<file path="src/rtl/snf_rxreq.sv">
// snf_rxreq_pkg: request flit layout shared by snf_rxreq and its users.
//
// snf_rxreq: SNF-side receiver for the CHI REQ channel.
//   Grants link-layer credits to the HNF transmitter and accepts request flits
//   only against granted credits. Accepted flits are buffered in a FIFO and
//   presented to the memory pipeline with a valid/ready handshake. Protocol
//   violations (flit without a credit, flit for another node) are flagged.
//
// Ports:
//   clock          in   single clock, all state updates on posedge
//   reset          in   synchronous, active-high
//   rxreqflit      in   request flit
//   rxreqflitv     in   flit valid; a transfer occurs every cycle it is high
//   rxreqflitpend  in   early flit indication (informational only)
//   rxreqlcrdv     out  one-cycle pulse grants one L-credit
//   crd_hold       in   stop issuing new credits; outstanding ones stay valid
//   req_flit       out  head-of-FIFO flit (0 while empty)
//   req_valid      out  FIFO non-empty
//   req_ready      in   downstream accepts; pop on req_valid & req_ready
//   crd_out        out  credits outstanding at the transmitter
//   err_nocrd      out  sticky: flit received with no credit outstanding
//   err_tgtid      out  sticky: flit received with TgtID != SNF_ID

package snf_rxreq_pkg;
  typedef struct packed {
    logic [47:0] addr;
    logic [2:0]  size;
    logic [6:0]  opcode;
    logic [11:0] txn_id;
    logic [10:0] src_id;
    logic [10:0] tgt_id;
    logic [3:0]  qos;
  } reqflit_t;
endpackage

module snf_rxreq
  import snf_rxreq_pkg::*;
#(
  parameter int         DEPTH   = 4,
  parameter int         MAX_CRD = 15,
  parameter logic [6:0] SNF_ID  = 7'h0
) (
  input  logic       clock,
  input  logic       reset,
  input  reqflit_t   rxreqflit,
  input  logic       rxreqflitv,
  input  logic       rxreqflitpend,
  output logic       rxreqlcrdv,
  input  logic       crd_hold,
  output reqflit_t   req_flit,
  output logic       req_valid,
  input  logic       req_ready,
  output logic [3:0] crd_out,
  output logic       err_nocrd,
  output logic       err_tgtid
);

  localparam int                PTR_W     = (DEPTH > 1) ? $clog2(DEPTH) : 1;
  localparam logic [PTR_W-1:0]  LAST_PTR  = PTR_W'(DEPTH - 1);
  localparam logic [PTR_W-1:0]  PTR_ONE   = PTR_W'(1);
  localparam logic [4:0]        DEPTH_C   = 5'(DEPTH);
  localparam logic [3:0]        MAX_CRD_C = 4'(MAX_CRD);

  reqflit_t         mem_q [DEPTH];
  logic [PTR_W-1:0] wr_ptr_q, wr_ptr_d;
  logic [PTR_W-1:0] rd_ptr_q, rd_ptr_d;
  logic [3:0]       count_q, count_d;
  logic [3:0]       crd_q, crd_d;
  logic             lcrdv_q, lcrdv_d;
  logic             err_nocrd_q, err_nocrd_d;
  logic             err_tgtid_q, err_tgtid_d;

  logic             has_crd;
  logic             tgt_ok;
  logic             consume;
  logic             acc;
  logic             pop;
  logic [4:0]       committed;

  // Early-flit hint carries no function in this receiver.
  logic unused_pend;
  assign unused_pend = rxreqflitpend;

  assign req_valid  = (count_q != 4'd0);
  assign req_flit   = req_valid ? mem_q[rd_ptr_q] : '0;
  assign rxreqlcrdv = lcrdv_q;
  assign crd_out    = crd_q;
  assign err_nocrd  = err_nocrd_q;
  assign err_tgtid  = err_tgtid_q;

  // NOTE: every variable gets a value on every path through this block, so
  // no latch is inferred; keep that property when adding signals.
  always_comb begin
    has_crd = (crd_q != 4'd0);
    tgt_ok  = (rxreqflit.tgt_id[6:0] == SNF_ID);
    // Any flit arriving against a credit uses it up, even if it is then
    // dropped for a bad target; only a credit-free flit leaves crd_out alone.
    consume = rxreqflitv & has_crd;
    acc     = consume & tgt_ok;
    pop     = req_valid & req_ready;

    crd_d   = crd_q + {3'b000, lcrdv_q} - {3'b000, consume};
    count_d = count_q + {3'b000, acc} - {3'b000, pop};

    // Explicit wrap so DEPTH need not be a power of two.
    wr_ptr_d = wr_ptr_q;
    if (acc) wr_ptr_d = (wr_ptr_q == LAST_PTR) ? '0 : wr_ptr_q + PTR_ONE;
    rd_ptr_d = rd_ptr_q;
    if (pop) rd_ptr_d = (rd_ptr_q == LAST_PTR) ? '0 : rd_ptr_q + PTR_ONE;

    // Grant against the state being loaded this edge so that outstanding
    // credits plus buffered flits can never exceed the buffer size; this is
    // why a legal push never needs a full check.
    committed = {1'b0, crd_d} + {1'b0, count_d};
    lcrdv_d   = !reset && !crd_hold && (committed < DEPTH_C) && (crd_d < MAX_CRD_C);

    err_nocrd_d = err_nocrd_q | (rxreqflitv & !has_crd);
    err_tgtid_d = err_tgtid_q | (consume & !tgt_ok);
  end

  // NOTE: state registers use non-blocking assignments so every flop samples
  // the pre-edge values regardless of statement order.
  always_ff @(posedge clock) begin
    if (reset) begin
      wr_ptr_q    <= '0;
      rd_ptr_q    <= '0;
      count_q     <= 4'd0;
      crd_q       <= 4'd0;
      lcrdv_q     <= 1'b0;
      err_nocrd_q <= 1'b0;
      err_tgtid_q <= 1'b0;
    end else begin
      wr_ptr_q    <= wr_ptr_d;
      rd_ptr_q    <= rd_ptr_d;
      count_q     <= count_d;
      crd_q       <= crd_d;
      lcrdv_q     <= lcrdv_d;
      err_nocrd_q <= err_nocrd_d;
      err_tgtid_q <= err_tgtid_d;
    end
  end

  // NOTE: the flit storage is deliberately not reset; an entry is only ever
  // read after it has been written, and req_flit is forced to 0 while empty.
  always_ff @(posedge clock) begin
    if (acc) mem_q[wr_ptr_q] <= rxreqflit;
  end

endmodule

</file>
<file path="config.mk">
export PLATFORM = sky130hd
export DESIGN_NAME = snf_rxreq
export DESIGN_NICKNAME = d
export VERILOG_FILES = /design/src/rtl/snf_rxreq.sv
export SDC_FILE = /design/constraint.sdc
export NUM_CORES = 1
export LEC_CHECK = 0
export CAP_MARGIN = 20
export CORE_MARGIN = 10
export CORE_UTILIZATION = 43
export DETAILED_ROUTE_END_ITERATION = 16
export HOLD_SLACK_MARGIN = 0.02
export PLACE_DENSITY = 0.67
export SLEW_MARGIN = 10
export SYNTH_ARGS = -nofsm -noshare
export SYNTH_HDL_FRONTEND = slang
export SYNTH_SLANG_ARGS = --single-unit
</file>
<file path="constraint.sdc">
create_clock -name clock -period 3.9 [get_ports clock]
set_input_delay 0.78 -clock clock [delete_from_list [all_inputs] [get_ports clock]]
set_output_delay 0.78 -clock clock [all_outputs]
set_load 0.02 [all_outputs]
</file>
**Word-level counts from Yosys, hierarchy flattened**

Memories as Yosys holds them, arrays and structs flattened. A register that Yosys moved wholly into a read port is not among the register bits.
Cells that the tools add are included.

- Word-level logic and storage cells: 43
- Memory bits (writable): 384
- Output and inout bits: 104
- Memories kept: 1
- Register bits: 15

- Bitwise gates (word level): 7
- Eq/ne operators: 2
- Muxes and demuxes: 7
- $add $sub $neg: 7
- Magnitude comparators: 2
- Reduce and logical (&&, ||, !) cells: 10

Memories:

| memory | words | bits a word | read ports | clocked after Yosys merged registers in | write ports | RTL line | text |
|---|---|---|---|---|---|---|---|
| mem_q | 4 | 96 | 1 | 1 | 1 | 64 | `reqflit_t mem_q [DEPTH];` |

Operators by type and width:

| cell | number |
|---|---|
| 2-to-1 mux 96 bit | 1 |
| adder 4 x 1 -> 4 bit | 2 |
| 2-to-1 mux 2 bit | 4 |
| nonzero test 4 bit | 2 |
| subtractor 4 x 1 -> 4 bit | 2 |
| zero test 7 bit | 1 |
| adder 4 x 4 -> 5 bit | 1 |
| AND 1 bit | 5 |
| < comparator 5 x 3 -> 1 bit (second input constant) | 1 |
| adder 2 x 1 -> 2 bit (second input constant) | 2 |
| equality test 2 bit (second input constant) | 2 |
| zero test 1 bit | 4 |
| < comparator 4 bit (second input constant) | 1 |
| logical AND 1 bit | 3 |
| 2-to-1 mux 1 bit | 2 |
| bitwise OR 1 bit | 2 |

**Depth between registers and ports, before layout**

- Word-level depth: 9
- Mapped depth: 16
- Gate-level depth less buffers: 15

**Worst setup path after synthesis**

No wires, ideal clock.

- Kind: input to register
- Start: input port rxreqflit[6] in the netlist's numbering
- End: memory mem_q[1][0] in the netlist's numbering, enable pin
- Stages on the path: 4
- Arrival: 3.666 ns
- Setup slack: -0.232 ns
- Path through: nor4_1 and4b_1 buf_4 and2_1

- Longest elaborated chain between the ends: 4

RTL lines:

| element | RTL line | text |
|---|---|---|
| from (decl) | 45 | `input reqflit_t rxreqflit,` |
| zero test 7 bit | 95 | `tgt_ok = (rxreqflit.tgt_id[6:0] == SNF_ID);` |
| AND 1 bit | 99 | `acc = consume & tgt_ok;` |
| 2-to-1 mux 1 bit | 146 | `if (acc) mem_q[wr_ptr_q] <= rxreqflit;` |
| 2-to-1 mux 1 bit (not written as such) | 146 |  |
| to (decl) | 64 |  |

Every way passes these cells.

==> results.md <==
* Status: finished clean
* Setup Skew at 0.0157 ns
* Critical Path RT at around 3.1 ns
* Initial antenna violation count at 4
* Layout cell share with drive strength beyond 1 at 0.200
* Clock latency on the worst-skew pair at ~0.53 ns
* Placed Instances at ~1400
* DRT Pass-1 Iters at 5
* Final std cells w/o fill at 1464
* Top Ports at just over 200
* Tcrit/Tclk final at 0.915
* Hold-fix buffers, CTS at 0
* Global-route wire length before repair at 49800 um
* DR WL/cell at 22.0 um
* Hold wc startpoint: err_nocrd$_SDFF_PP0_
* Post-DR vias/cell at 5.20
* Slew margin rel. at 0.582
* Critical Path, Cell by Cell: buf_12 -> mux4_2 -> and2_1 -> clkdlybuf4s50_1
* Asr flop ratio synth at 0
* Cell Pwr Density at just under 700 nW/um^2
* # rows at between 60 and 70
* Final Routed Wirelength at ~32000 um
* Post-synth top area share at 0.744
* Worst slew pin tran at 0.627 ns
* CTS tree: yes
* Crit path arrival time at 2.79 ns
* Filler Cells Inserted at 2753
* Routed Antenna Nets at 0
* Synth area leader: edfxtp_1
* Largest cells by area after synthesis: edfxtp_1, mux4_2, and2_1
* CTS clk-pin slew, worst paths at about 0.060 ns
* Max-cap violations at 0
* Area delta synth->final at 27.4%
* Cell family with most CP delay: buffers and inverters
* RSZ-0062 raised after global routing: false
* Crit-path slowest cell: dfxtp_4
* Hpwl dp at 19600 um
* RR Startpoint: crd_out[2]$_SDFF_PP0_
* EDFF count, synth at about 380
* Postcts setup bufs at 0
* Crit path time final at roughly 3.6 ns
* Yosys warnings at 0
* Critical path buffer and inverter count at 2
* Core ar. at around 36000 um^2
* GRT Total Usage at 0.145
* Worst min path class: reg2reg
* Root Buffer: clkbuf_16
* Critical path capture point type: output port
* Final Hold Viols at 0
* # DRC at 0
* Slew Viols, Final at 0
* I/O Buffers at roughly 200
* Resize count post-CTS at 0
* Crit-path max cell delay at ~0.62 ns
* Largest net degree at the start of global routing at 98
* Vias in the first global route at 8319
* Layout Nets at 1089
* Total clock buffers created by CTS at 43
* Max clock buf depth at 3
* Top-count cell post-synth: edfxtp_1
* Leak at approximately 6.4 nW
* Most frequent cells after synthesis: edfxtp_1, and2_1, mux4_2
* Mapped Cells at 720
* Die area at 44000 um^2
* Worst hold slack at roughly 0.47 ns
* CP startpoint kind: flop
* Kind of critical path: reg2out
* Avg Inst Size Synth at about 22 um^2
* Total grt overflow at 0
* Die H at 210 um
* Max Fclk at roughly 0.28 GHz
* Most common flop cell mapped by yosys: edfxtp_1
* Via count at about 7600
* Distinct cells, synth at 31
* Placer congestion estimate at a little over 0.7
* Htree depth at 2
* VDD IR max at 0.934 mV
* Synthesized Nets at roughly 840
* #FFs+latches synth at roughly 400
* Clock sink total at 401
* Mapped cell area at approximately 15000 um^2
* Setup Viol. Count Final at 0
* Die span in x at about 210 um
* Initial core utilization at 0.436
* Crit-path max FO at 29
* Sequential area share after synthesis at 0.766
* Starting DRT DRC Count at about 370
-- routing by layer --
metal  track usage  part of all wire  vias to the layer above  routed length [um]
met4        0.0362             0.017                        8                 550
met5             0            0.0017                        -                  54
li1              -                 -                     3399                   -
met3        0.0396             0.062                       52                2010
met1         0.188              0.43                     3949               13800
met2         0.237              0.49                      198               15800
-- cells in the final DEF, fill, tap and decap left out, drive strengths merged, types with 11 or more instances in the layout --
cell and instances:
edfxtp 384, and2 100, nor2 11, ha 17, inv 18, dfxtp 17, clkbuf 50, clkinv 23
mux4 96, clkdlybuf4s50 204, buf 34
-- registers in the layout, indices dropped and copies added, names as in the netlist, named ones only --
name,cells
mem_q,384
count_q,4
crd_out,4
rd_ptr_q,2
wr_ptr_q,2
err_nocrd,1
err_tgtid,1
rxreqlcrdv,1
-- worst register-to-register path: stages, from the launching register on --
cell,delay (ns)
dfxtp_1,0.31
inv_1,0.07
ha_1,0.13
nor3b_1,0.43
and4b_1,0.28
or2_2,0.31
nand2_1,0.07
ha_1,0.15
inv_1,0.06
fa_1,0.52
inv_1,0.05
ha_1,0.27
and3_1,0.17
or3_1,0.29
o21ai_0,0.08
o311a_1,0.17
-- stage by stage --
step	area, um^2	setup WS (ns)	util	TNS [ns]	power (W)
after detailed placement	18400	-0.0823	0.517	-0.0823	0.00957
after floorplan	15500	0.584	-	0	0.00752
after global routing	19700	0.154	0.555	0	0.0139
after global placement	18400	-0.0539	0.517	-0.0539	0.00955
final	19700	0.333	0.555	0	0.0133
after CTS	19700	0.242	0.555	0	0.0135
-- power by group --
| group | switching, W | total, W | internal (W) |
|---|---|---|---|
| sequential | 0.0000723 | 0.00485 | 0.00477 |
| combinational | 0.00226 | 0.00453 | 0.00227 |
| clock | 0.00160 | 0.00391 | 0.00231 |
-- cell type report --
cell class                 count  area [um^2]  area share
antenna                        1         2.50    0.000127
clock inverter                29          226      0.0115
tap                          461          577      0.0292
sequential                   401        11900       0.602
inverter                      16         60.1     0.00304
clock buffer                  50         1140      0.0580
multi-input combinational    268         3370       0.171
timing repair buffer         238         2480       0.126
-- cell families (layout without fill, tap and decap cells) --
| family | count (synthesis) | in the layout | synth area share |
|---|---|---|---|
| AOI/OAI and AO/OA | 11 | 11 | 0.00420 |
| xor gates and xnor gates | 6 | 6 | 0.00339 |
| adders and majority gates | 19 | 19 | 0.0163 |
| buffers and inverters | 51 | 333 | 0.0170 |
| DFF | 401 | 401 | 0.766 |
| muxes | 99 | 99 | 0.141 |
| other | 0 | 1 | 0 |
| and+or+nand+nor | 133 | 133 | 0.0514 |
-- worst paths after layout --
| kind | to | cells after the start | slack (ns) |
|---|---|---|---|
| setup / recovery | req_flit[75] | 4 | 0.33 |
| hold / removal | err_nocrd$_SDFF_PP0_ | 2 | 0.47 |
| setup reg to reg | rxreqlcrdv$_SDFF_PP0_ | 15 | 0.48 |
| hold reg to reg | err_nocrd$_SDFF_PP0_ | 2 | 0.47 |
(Power assumes the default switching activity.)
